## src/rtl/write_addr_window_fifo_pkg.sv

```systemverilog
// Shared write-path definitions: address composition, FIFO entry layout and
// window slot bit-offset helpers.
`ifndef ROW_ADDR_BITS
`define ROW_ADDR_BITS 14
`endif
`ifndef COL_ADDR_BITS
`define COL_ADDR_BITS 10
`endif
`ifndef BANK_ADDR_BITS
`define BANK_ADDR_BITS 3
`endif

package write_addr_window_fifo_pkg;

   // Full write address width, packed as {bank, row, col}.
   localparam int WADDR_W = `ROW_ADDR_BITS + `COL_ADDR_BITS + `BANK_ADDR_BITS;

   // One FIFO entry: valid bit above the address.
   typedef struct packed {
      logic               valid;
      logic [WADDR_W-1:0] addr;
   } waddr_entry_t;

   // LSB position of window slot `slot` in a flattened window of
   // (addr_w+1)-bit entries.
   function automatic int slot_lsb(input int slot, input int addr_w);
      return slot * (addr_w + 1);
   endfunction

   // Width needed to index n slots, never less than one bit.
   function automatic int idx_width(input int n);
      return (n > 1) ? $clog2(n) : 1;
   endfunction

endpackage

```

## src/rtl/write_addr_window_fifo_match.sv

```systemverilog
// Combinational address compare across the window slots with a
// youngest-first priority pick (highest slot index wins).
module addr_match_window
   import write_addr_window_fifo_pkg::*;
#(
   parameter int ADDR_W = WADDR_W,
   parameter int WIN    = 8,
   localparam int IDX_W = idx_width(WIN)
) (
   input  logic [WIN*(ADDR_W+1)-1:0] win,
   input  logic [ADDR_W-1:0]         lk_addr,
   output logic                      hit,
   output logic [IDX_W-1:0]          hit_idx
);

   logic [ADDR_W:0] entry;

   // Scan oldest to newest so the last match seen is the youngest one.
   always_comb begin
      hit     = 1'b0;
      hit_idx = '0;
      entry   = '0;
      for (int k = 0; k < WIN; k++) begin
         entry = win[slot_lsb(k, ADDR_W) +: ADDR_W+1];
         if (entry[ADDR_W] && (entry[ADDR_W-1:0] == lk_addr)) begin
            hit     = 1'b1;
            hit_idx = IDX_W'(k);
         end
      end
   end

endmodule

```

## src/rtl/write_addr_window_fifo.sv

```systemverilog
// Pending-write address FIFO with a sliding window over the newest entries,
// occupancy/status flags and a registered read-after-write lookup port.
module write_addr_window_fifo
   import write_addr_window_fifo_pkg::*;
#(
   parameter int ADDR_W     = WADDR_W,
   parameter int DEPTH_LOG2 = 4,
   parameter int WIN        = 8,
   localparam int IDX_W     = idx_width(WIN)
) (
   input  logic                      i_clk,
   input  logic                      i_rst,
   input  logic [ADDR_W-1:0]         i_data,
   input  logic                      i_wr_en,
   input  logic                      i_rd_en,
   input  logic                      i_flush,
   input  logic                      i_lk_en,
   input  logic [ADDR_W-1:0]         i_lk_addr,
   output logic [ADDR_W:0]           o_head,
   output logic [WIN*(ADDR_W+1)-1:0] o_win,
   output logic [DEPTH_LOG2:0]       o_count,
   output logic                      o_full,
   output logic                      o_empty,
   output logic                      o_hit,
   output logic [IDX_W-1:0]          o_hit_idx
);

   localparam int DEPTH = 2 ** DEPTH_LOG2;
   localparam int PW    = DEPTH_LOG2 + 1;

   logic [ADDR_W:0]           mem [DEPTH];
   logic [PW-1:0]             wr_ptr, rd_ptr;
   logic [PW-1:0]             wr_nxt, rd_nxt;
   logic                      push, pop, clear;
   logic [WIN*(ADDR_W+1)-1:0] win_nxt;
   logic [DEPTH_LOG2-1:0]     nxt_idx;
   logic [ADDR_W:0]           nxt_entry;
   logic                      m_hit;
   logic [IDX_W-1:0]          m_idx;

   // Memory index shown in window slot k for a given write pointer; wraps
   // modulo the depth so the window may straddle the end of the array.
   function automatic logic [DEPTH_LOG2-1:0] win_index(input logic [PW-1:0] ptr,
                                                       input int k);
      return ptr[DEPTH_LOG2-1:0] - DEPTH_LOG2'(WIN) + DEPTH_LOG2'(k);
   endfunction

   assign clear = i_rst || i_flush;
   assign push  = i_wr_en && !o_full;
   assign pop   = i_rd_en && !o_empty;

   // Next-state pointers; reset and flush both drop any push or pop.
   always_comb begin
      wr_nxt = wr_ptr;
      rd_nxt = rd_ptr;
      if (clear) begin
         wr_nxt = '0;
         rd_nxt = '0;
      end else begin
         if (push) wr_nxt = wr_ptr + PW'(1);
         if (pop)  rd_nxt = rd_ptr + PW'(1);
      end
   end

   // Storage, pointers and registered status flags.
   always_ff @(posedge i_clk) begin
      if (clear) begin
         for (int i = 0; i < DEPTH; i++) mem[i] <= '0;
         wr_ptr  <= '0;
         rd_ptr  <= '0;
         o_count <= '0;
         o_full  <= 1'b0;
         o_empty <= 1'b1;
      end else begin
         // Push and pop never target the same slot, so both writes are safe.
         if (push) mem[wr_ptr[DEPTH_LOG2-1:0]] <= {1'b1, i_data};
         if (pop)  mem[rd_ptr[DEPTH_LOG2-1:0]] <= '0;
         wr_ptr  <= wr_nxt;
         rd_ptr  <= rd_nxt;
         o_count <= wr_nxt - rd_nxt;
         o_full  <= (wr_nxt ^ rd_nxt) == {1'b1, {DEPTH_LOG2{1'b0}}};
         o_empty <= (wr_nxt == rd_nxt);
      end
   end

   // Visible window, read straight from registered storage.
   always_comb begin
      o_win = '0;
      for (int k = 0; k < WIN; k++) begin
         o_win[slot_lsb(k, ADDR_W) +: ADDR_W+1] = mem[win_index(wr_ptr, k)];
      end
   end

   assign o_head = mem[rd_ptr[DEPTH_LOG2-1:0]];

   // Window as it will stand after this cycle's update, so a lookup sees a
   // same-cycle push and does not see a same-cycle popped entry.
   always_comb begin
      win_nxt   = '0;
      nxt_idx   = '0;
      nxt_entry = '0;
      for (int k = 0; k < WIN; k++) begin
         nxt_idx   = win_index(wr_nxt, k);
         nxt_entry = mem[nxt_idx];
         if (push && (nxt_idx == wr_ptr[DEPTH_LOG2-1:0])) begin
            nxt_entry = {1'b1, i_data};
         end else if (pop && (nxt_idx == rd_ptr[DEPTH_LOG2-1:0])) begin
            nxt_entry = '0;
         end
         if (clear) nxt_entry = '0;
         win_nxt[slot_lsb(k, ADDR_W) +: ADDR_W+1] = nxt_entry;
      end
   end

   addr_match_window #(
      .ADDR_W (ADDR_W),
      .WIN    (WIN)
   ) u_match (
      .win     (win_nxt),
      .lk_addr (i_lk_addr),
      .hit     (m_hit),
      .hit_idx (m_idx)
   );

   // Lookup result register; index is forced to 0 whenever there is no hit.
   always_ff @(posedge i_clk) begin
      if (i_rst) begin
         o_hit     <= 1'b0;
         o_hit_idx <= '0;
      end else begin
         o_hit     <= i_lk_en && m_hit;
         o_hit_idx <= (i_lk_en && m_hit) ? m_idx : '0;
      end
   end

endmodule

```

## config.mk

```make
export PLATFORM = sky130hd
export DESIGN_NAME = write_addr_window_fifo
export DESIGN_NICKNAME = d
export VERILOG_FILES = /design/src/rtl/write_addr_window_fifo_pkg.sv /design/src/rtl/write_addr_window_fifo_match.sv /design/src/rtl/write_addr_window_fifo.sv
export SDC_FILE = /design/constraint.sdc
export NUM_CORES = 2
export LEC_CHECK = 0
export BUFFER_PORTS_ARGS = -buffer_cell sky130_fd_sc_hd__buf_2
export CORE_ASPECT_RATIO = 1.2
export CORE_UTILIZATION = 45
export CTS_CLUSTER_SIZE = 40
export DETAILED_ROUTE_END_ITERATION = 6
export PLACE_DENSITY = 0.6
export SYNTH_ARGS = -nofsm -noshare
export SYNTH_HDL_FRONTEND = slang
export SYNTH_SLANG_ARGS = --single-unit
```

## constraint.sdc

```tcl
create_clock -name i_clk -period 9 [get_ports i_clk]
set_clock_uncertainty 0.2 [all_clocks]
set_input_delay 1.35 -clock i_clk [delete_from_list [all_inputs] [get_ports i_clk]]
set_output_delay 1.35 -clock i_clk [all_outputs]
set_load 0.01 [all_outputs]
```

Word-level counts from Yosys, hierarchy flattened --
Memories as Yosys holds them, arrays and structs flattened. A register that Yosys moved wholly into a read port is not among the register bits. Cells that the tools add are included.
Word-level totals: output and inout bits 263, memory bits (writable) 448, register bits 21, memories kept 1, input port bits 60
Memories:
- mem | depth 16, width 28, read ports 17, clocked after memory_dff 1, wr ports 16, line write_addr_window_fifo.sv:31 | logic [ADDR_W:0] mem [DEPTH];
Operators by class: reduce and logical (&&, ||, !) cells 33, equal/unequal tests 26, bitwise gates (word level) 2, multiplexer cells 58, add/sub/neg operators 19
Operators by type and width (number):
- 2-to-1 mux 28 bit | 26
- == test 27 bit | 8
- == test 4 bit | 16
- OR reduction 28 bit | 2
- adder 4 x 3 -> 4 bit, second input constant | 8
- logical AND 1 bit | 27
- 2-to-1 mux 5 bit | 4
- 2-to-1 mux 1 bit | 19
- adder 4 x 2 -> 4 bit, second input constant | 4
- 2-to-1 mux 3 bit | 4
- 2-to-1 mux 4 bit | 3
- adder 5 x 1 -> 5 bit, second input constant | 2
- adder 4 x 1 -> 4 bit, second input constant | 2
- subtractor 4 bit, second input constant | 2
- == test 5 bit | 1
- == test 5 bit, second input constant | 1
- subtractor 5 bit | 1
- XOR 5 bit | 1
- 2-to-1 mux 2 bit | 2
- zero test 1 bit | 2
- OR reduction 2 bit | 1
- logical OR 1 bit | 1
- inverter 1 bit | 1

Logic depth before layout (Yosys ltp) --
word-level depth 23, mapped depth 30, mapped depth without buffers 19

Modules after synthesis --
From an unflattened synthesis, not the netlist that was laid out.
Second synthesis, totals: cell total of the unflattened synthesis 6324, area total of the unflattened synthesis 61320.1 um2
By module, submodules not included:
- write_addr_window_fifo | instances 1, sequential area each 9389.0 um2, area each 58668.8 um2, cells an instance 6000
- addr_match_window | instances 1, sequential area each 0.0 um2, area each 2651.3 um2, cells an instance 324

Worst setup path after synthesis --
Ideal clock, no wire load.
kind input to register, start point input port i_flush, end point register o_hit_idx[0], buffers on the path 12, stages on the path 24, arrival time 6.870 ns, required time 8.680 ns, library setup time 0.120 ns, path slack 1.811 ns, cell sequence buf_2 or2_1 buf_4 nor2_1 buf_4 buf_4 buf_2 buf_1 buf_2 inv_1 ha_1 buf_2 buf_2 buf_2 buf_1 clkbuf_1 mux4_2 mux4_2 a22oi_1 o41ai_1 o2111ai_1 o211ai_2 o31a_2 a21boi_1
Between the ends: longest elaborated chain between the ends 21, elaborated cells on any way between the ends 101, those cells by class add/sub: 8; eq/ne: 24; mux: 40; bitwise: 1; reduce/logical: 27; memory: 1
RTL lines:
- start, declared | line write_addr_window_fifo.sv:16 | input logic i_flush,
- logical OR 1 bit (*) | line write_addr_window_fifo.sv:48 | assign clear = i_rst || i_flush;
- parallel branches: the longest is 20 deep, another holds memory (16 x 28 bit)
- end signal, assigned | line write_addr_window_fifo.sv:132 | o_hit_idx <= (i_lk_en && m_hit) ? m_idx : '0;
- end, declared | line write_addr_window_fifo.sv:25 | output logic [IDX_W-1:0] o_hit_idx
Mark *: on every way between the ends. A chain may end at the register's enable or synchronous reset.

Final worst setup path --
start point register wr_ptr[0], end point register o_hit_idx[0]
Between the ends: longest elaborated chain between the ends 22, elaborated cells on any way between the ends 102, those cells by class add/sub: 9; eq/ne: 24; mux: 41; bitwise: 1; reduce/logical: 26; memory: 1
RTL lines:
- start, declared | line write_addr_window_fifo.sv:32 | logic [PW-1:0] wr_ptr, rd_ptr;
- start signal, assigned | line write_addr_window_fifo.sv:78 | wr_ptr <= wr_nxt;
- parallel branches: the longest is 22 deep, another holds memory (16 x 28 bit)
Several ways; the timed one is not identified.

==> results list <==
- The share of synthesized area in the top cell type comes to 0.433.
- Counting flops with an async set or reset pin after synthesis yields a share of 0.
- Worst-case clock buffer depth: 3
* Final net count: 5997
- The share of the Yosys chip area taken by registers is 0.153.
* Max Clock Freq: 132 MHz
- Counting I/O delays and the setup requirement, the final critical path takes 7.60 ns.
- Clock tree synthesis selected as its root buffer the cell clkbuf_16.
* Remaining antenna violation count: 0
- Final Hold Fails: 0
- The number of setup buffers added after CTS is 0.
- For the worst setup path, the data arrival time is 8.03 ns.
- Data required time of the worst path: 9.43 ns
- Setup slack closes at 1.40 ns.
* IO Port Bufs: 322
- Summed over all cells, the static leakage comes to 20.9 nW.
- Proportion of layout cells with a drive suffix above 1: 0.331
- Synth area leader: mux4_2
- Run status: complete, but fails checks
- Total power per unit cell area: 86.4 nW/um^2
- Synthesis inferred 469 register bits.
- Number of fillers in the final layout: 12500
* Wire length of the first global-routing pass: 529 mm
- Core outline area: 134000 sq um
* Post-CTS resize count: 0
* Remaining global-route overflow: 0
- For this run, the number of Yosys warnings is 0.
* Count of unresolved DRC violations after routing: 13
- Worst vdd ir: 151 uV
- The die is 406 microns tall.
- GR Util All Layers: 0.560
- The average instance in the mapped netlist occupies 9.98 sq um.
- The floorplan has 147 rows.
- Worst-case reg-to-reg path depth: 19
- In this run the count of I/O pins placed on the die edge is 323.
- For the final routed database, the setup TNS stands at 0 ns.
- Least-Margin Pin Slew: 1.59 ns
* Nature of the critical path endpoint: flop
- For this design, the CTS-stage hold fixing added 0 buffers.
* Library cell with the highest instance count after synthesis: mux4_2
- The critical path in this run is classified as reg -> reg.
- After detailed routing, the total wire length is 395 mm.
- Clock tree synthesis found a total of 469 sinks.
- Counting flops with a built-in enable in the synthesized netlist gives 0.
- Unrepaired setup endpoints after global routing: no
- After clock tree synthesis, the clock-pin slew on the worst setup and hold paths is 0.06 ns.
- The H-tree was split into 2 levels.
- Dividing the detail-routed wire length by the instance count gives 50.8 microns.
- For this run, the leading register cell type out of synthesis is dfxtp_1.
- The detailed router finished its first iteration with 12800 violations.
- The final reports fail on DRC, capacitance limit, slew limit.
- Counting the buffers created by CTS gives 53.
* Period Utilization, post-route: 0.845
* Hold Crit Depth: 1
- The clock reaches the later pin of the worst-skew pair after 0.70 ns.
* TritonCTS clock tree: built
- Count of final setup violators: 0
* Post-detailed-placement half-perimeter wirelength: 274 mm
* Initial antenna violation count: 31
- For this configuration, the core starts out at a cell density of 0.456.
- In the routed layout, each cell is associated on average with a via count of 8.60.
- Largest driver fanout on the critical path: 81
* Vias in the first global route: 59800
- Number of violations of the max-capacitance limit: 2
- Die outline width: 339 microns
- Number of detailed-routing iterations run before antenna repair: 7
- Pre-CTS worst setup slack: 1.24 ns
* Max transition margin: -0.0667
- The number of different library cells used by synthesis comes to 110.
- In this run the worst hold path is classified as reg -> reg.
- Startpoint kind of the worst setup timing path: flop
- The floorplan step defined a die boundary enclosing 137000 sq um.
- Area contributors post-synth: mux4_2, dfxtp_1, nand2_1
- Ranking of synthesized cells by instance count: mux4_2, nand2_1, a21oi_1, clkbuf_1, dfxtp_1
- Mapped Area: 61200 sq um
* Routed via count: 66800
* Count of mapped cells out of synthesis: 6133
- Final weighted congestion in routability-driven placement: 1.20
- Pin count of the biggest net entering global routing: 193
* # placed instances: 7641
* Syn nets: 6221
- The finished layout holds 7766 standard cells, fillers aside.
- Total count of max-transition violations in the final report: 9
- The area growth from synthesis to layout is 7.17%.
[metal layers]
| metal | up-vias | share of wire | global-route usage |
|---|---|---|---|
| met5 | - | 0.0022 | 0.0547 |
| met4 | 34 | 0.099 | 0.442 |
| met3 | 1737 | 0.18 | 0.294 |
| met2 | 7216 | 0.39 | 0.748 |
| met1 | 33500 | 0.33 | 0.665 |
| li1 | 24300 | - | - |
[critical path, cell delays in order, from the launching register on]
cell and delay, ns:
dfxtp_4 0.45, inv_1 0.26, ha_4 0.35, buf_4 0.58, inv_1 0.20, mux2i_4 1.02, buf_12 0.41, buf_4 0.31
and3_1 0.18, a211oi_1 0.05, a31oi_1 0.66, mux4_2 0.53, mux2i_1 0.10, o32ai_1 0.16, o2111ai_1 0.18, nor4_1 1.09
or2_0 0.27, a41o_1 0.14, o31a_2 0.15, a21boi_1 0.15
[through the flow]
step                 util  power (W)  area, sq um  hold WS, ns
CTS                 0.488    0.00559        65500        0.309
global placement    0.474    0.00319        63600        0.290
detailed placement  0.474    0.00319        63600        0.294
global route        0.488    0.00574        65500        0.325
floorplan               -    0.00283        61200        0.280
finish              0.488    0.00567        65600        0.305
[worst paths after layout]
kind             endpoint       from  slack [ns]
max          o_hit_idx[0]  wr_ptr[0]        1.40
min             wr_ptr[4]  wr_ptr[4]        0.31
max reg2reg  o_hit_idx[0]  wr_ptr[0]        1.40
min reg2reg     wr_ptr[4]  wr_ptr[4]        0.31
[where the power goes]
part	internal (W)	switching (W)
Combinational	0.000334	0.000770
Sequential	0.00208	0.0000266
Clock	0.00140	0.00105
[registers in the layout, indices dropped and copies added, names as in the netlist]
name / cells
o_empty: 1
mem: 448
o_full: 1
rd_ptr: 5
o_count: 5
wr_ptr: 5
o_hit: 1
o_hit_idx: 3
[cell families (layout without fill, tap and decap cells)]
family / count (synthesis) / in the layout / synth area share
simple gates: 1901 / 1901 / 0.145
compound gates: 1407 / 1407 / 0.150
flops: 469 / 469 / 0.153
xor+xnor: 57 / 57 / 0.00994
mux: 1427 / 1427 / 0.475
buf+inv: 844 / 663 / 0.0610
fa+ha+maj: 28 / 28 / 0.00573
other cells: 0 / 26 / 0
[area by class of cell]
| class | instances | area, sq um | share of cell area |
|---|---|---|---|
| Multi-Input combinational cell | 4820 | 48500 | 0.739 |
| Sequential cell | 469 | 9410 | 0.144 |
| Clock buffer | 67 | 1480 | 0.0226 |
| Tap cell | 1788 | 2240 | 0.0341 |
| Antenna cell | 26 | 65.1 | 0.000992 |
| Timing Repair Buffer | 507 | 3240 | 0.0494 |
| Clock inverter | 31 | 425 | 0.00649 |
| Inverter | 58 | 235 | 0.00359 |
[placed cells by master (no fill, tap or decap), types with 23 or more instances in the layout]
master / count
nor3_1: 37
mux2i_1: 205
a31o_2: 47
inv_1: 40
nand2_1: 864
a21oi_1: 568
clkbuf_16: 54
dfxtp_1: 463
a311oi_1: 32
a211oi_1: 182
a21o_1: 23
mux4_2: 1175
o21ai_0: 87
nor2_1: 146
nor2b_1: 56
nand3_1: 439
buf_4: 165
ha_1: 23
a22oi_1: 91
diode_2: 26
a31oi_1: 75
mux2_2: 43
buf_2: 322
o22ai_1: 62
nand4_1: 25
and3_1: 142
nor4_1: 31
xnor2_1: 28
(Power assumes the default switching activity.)
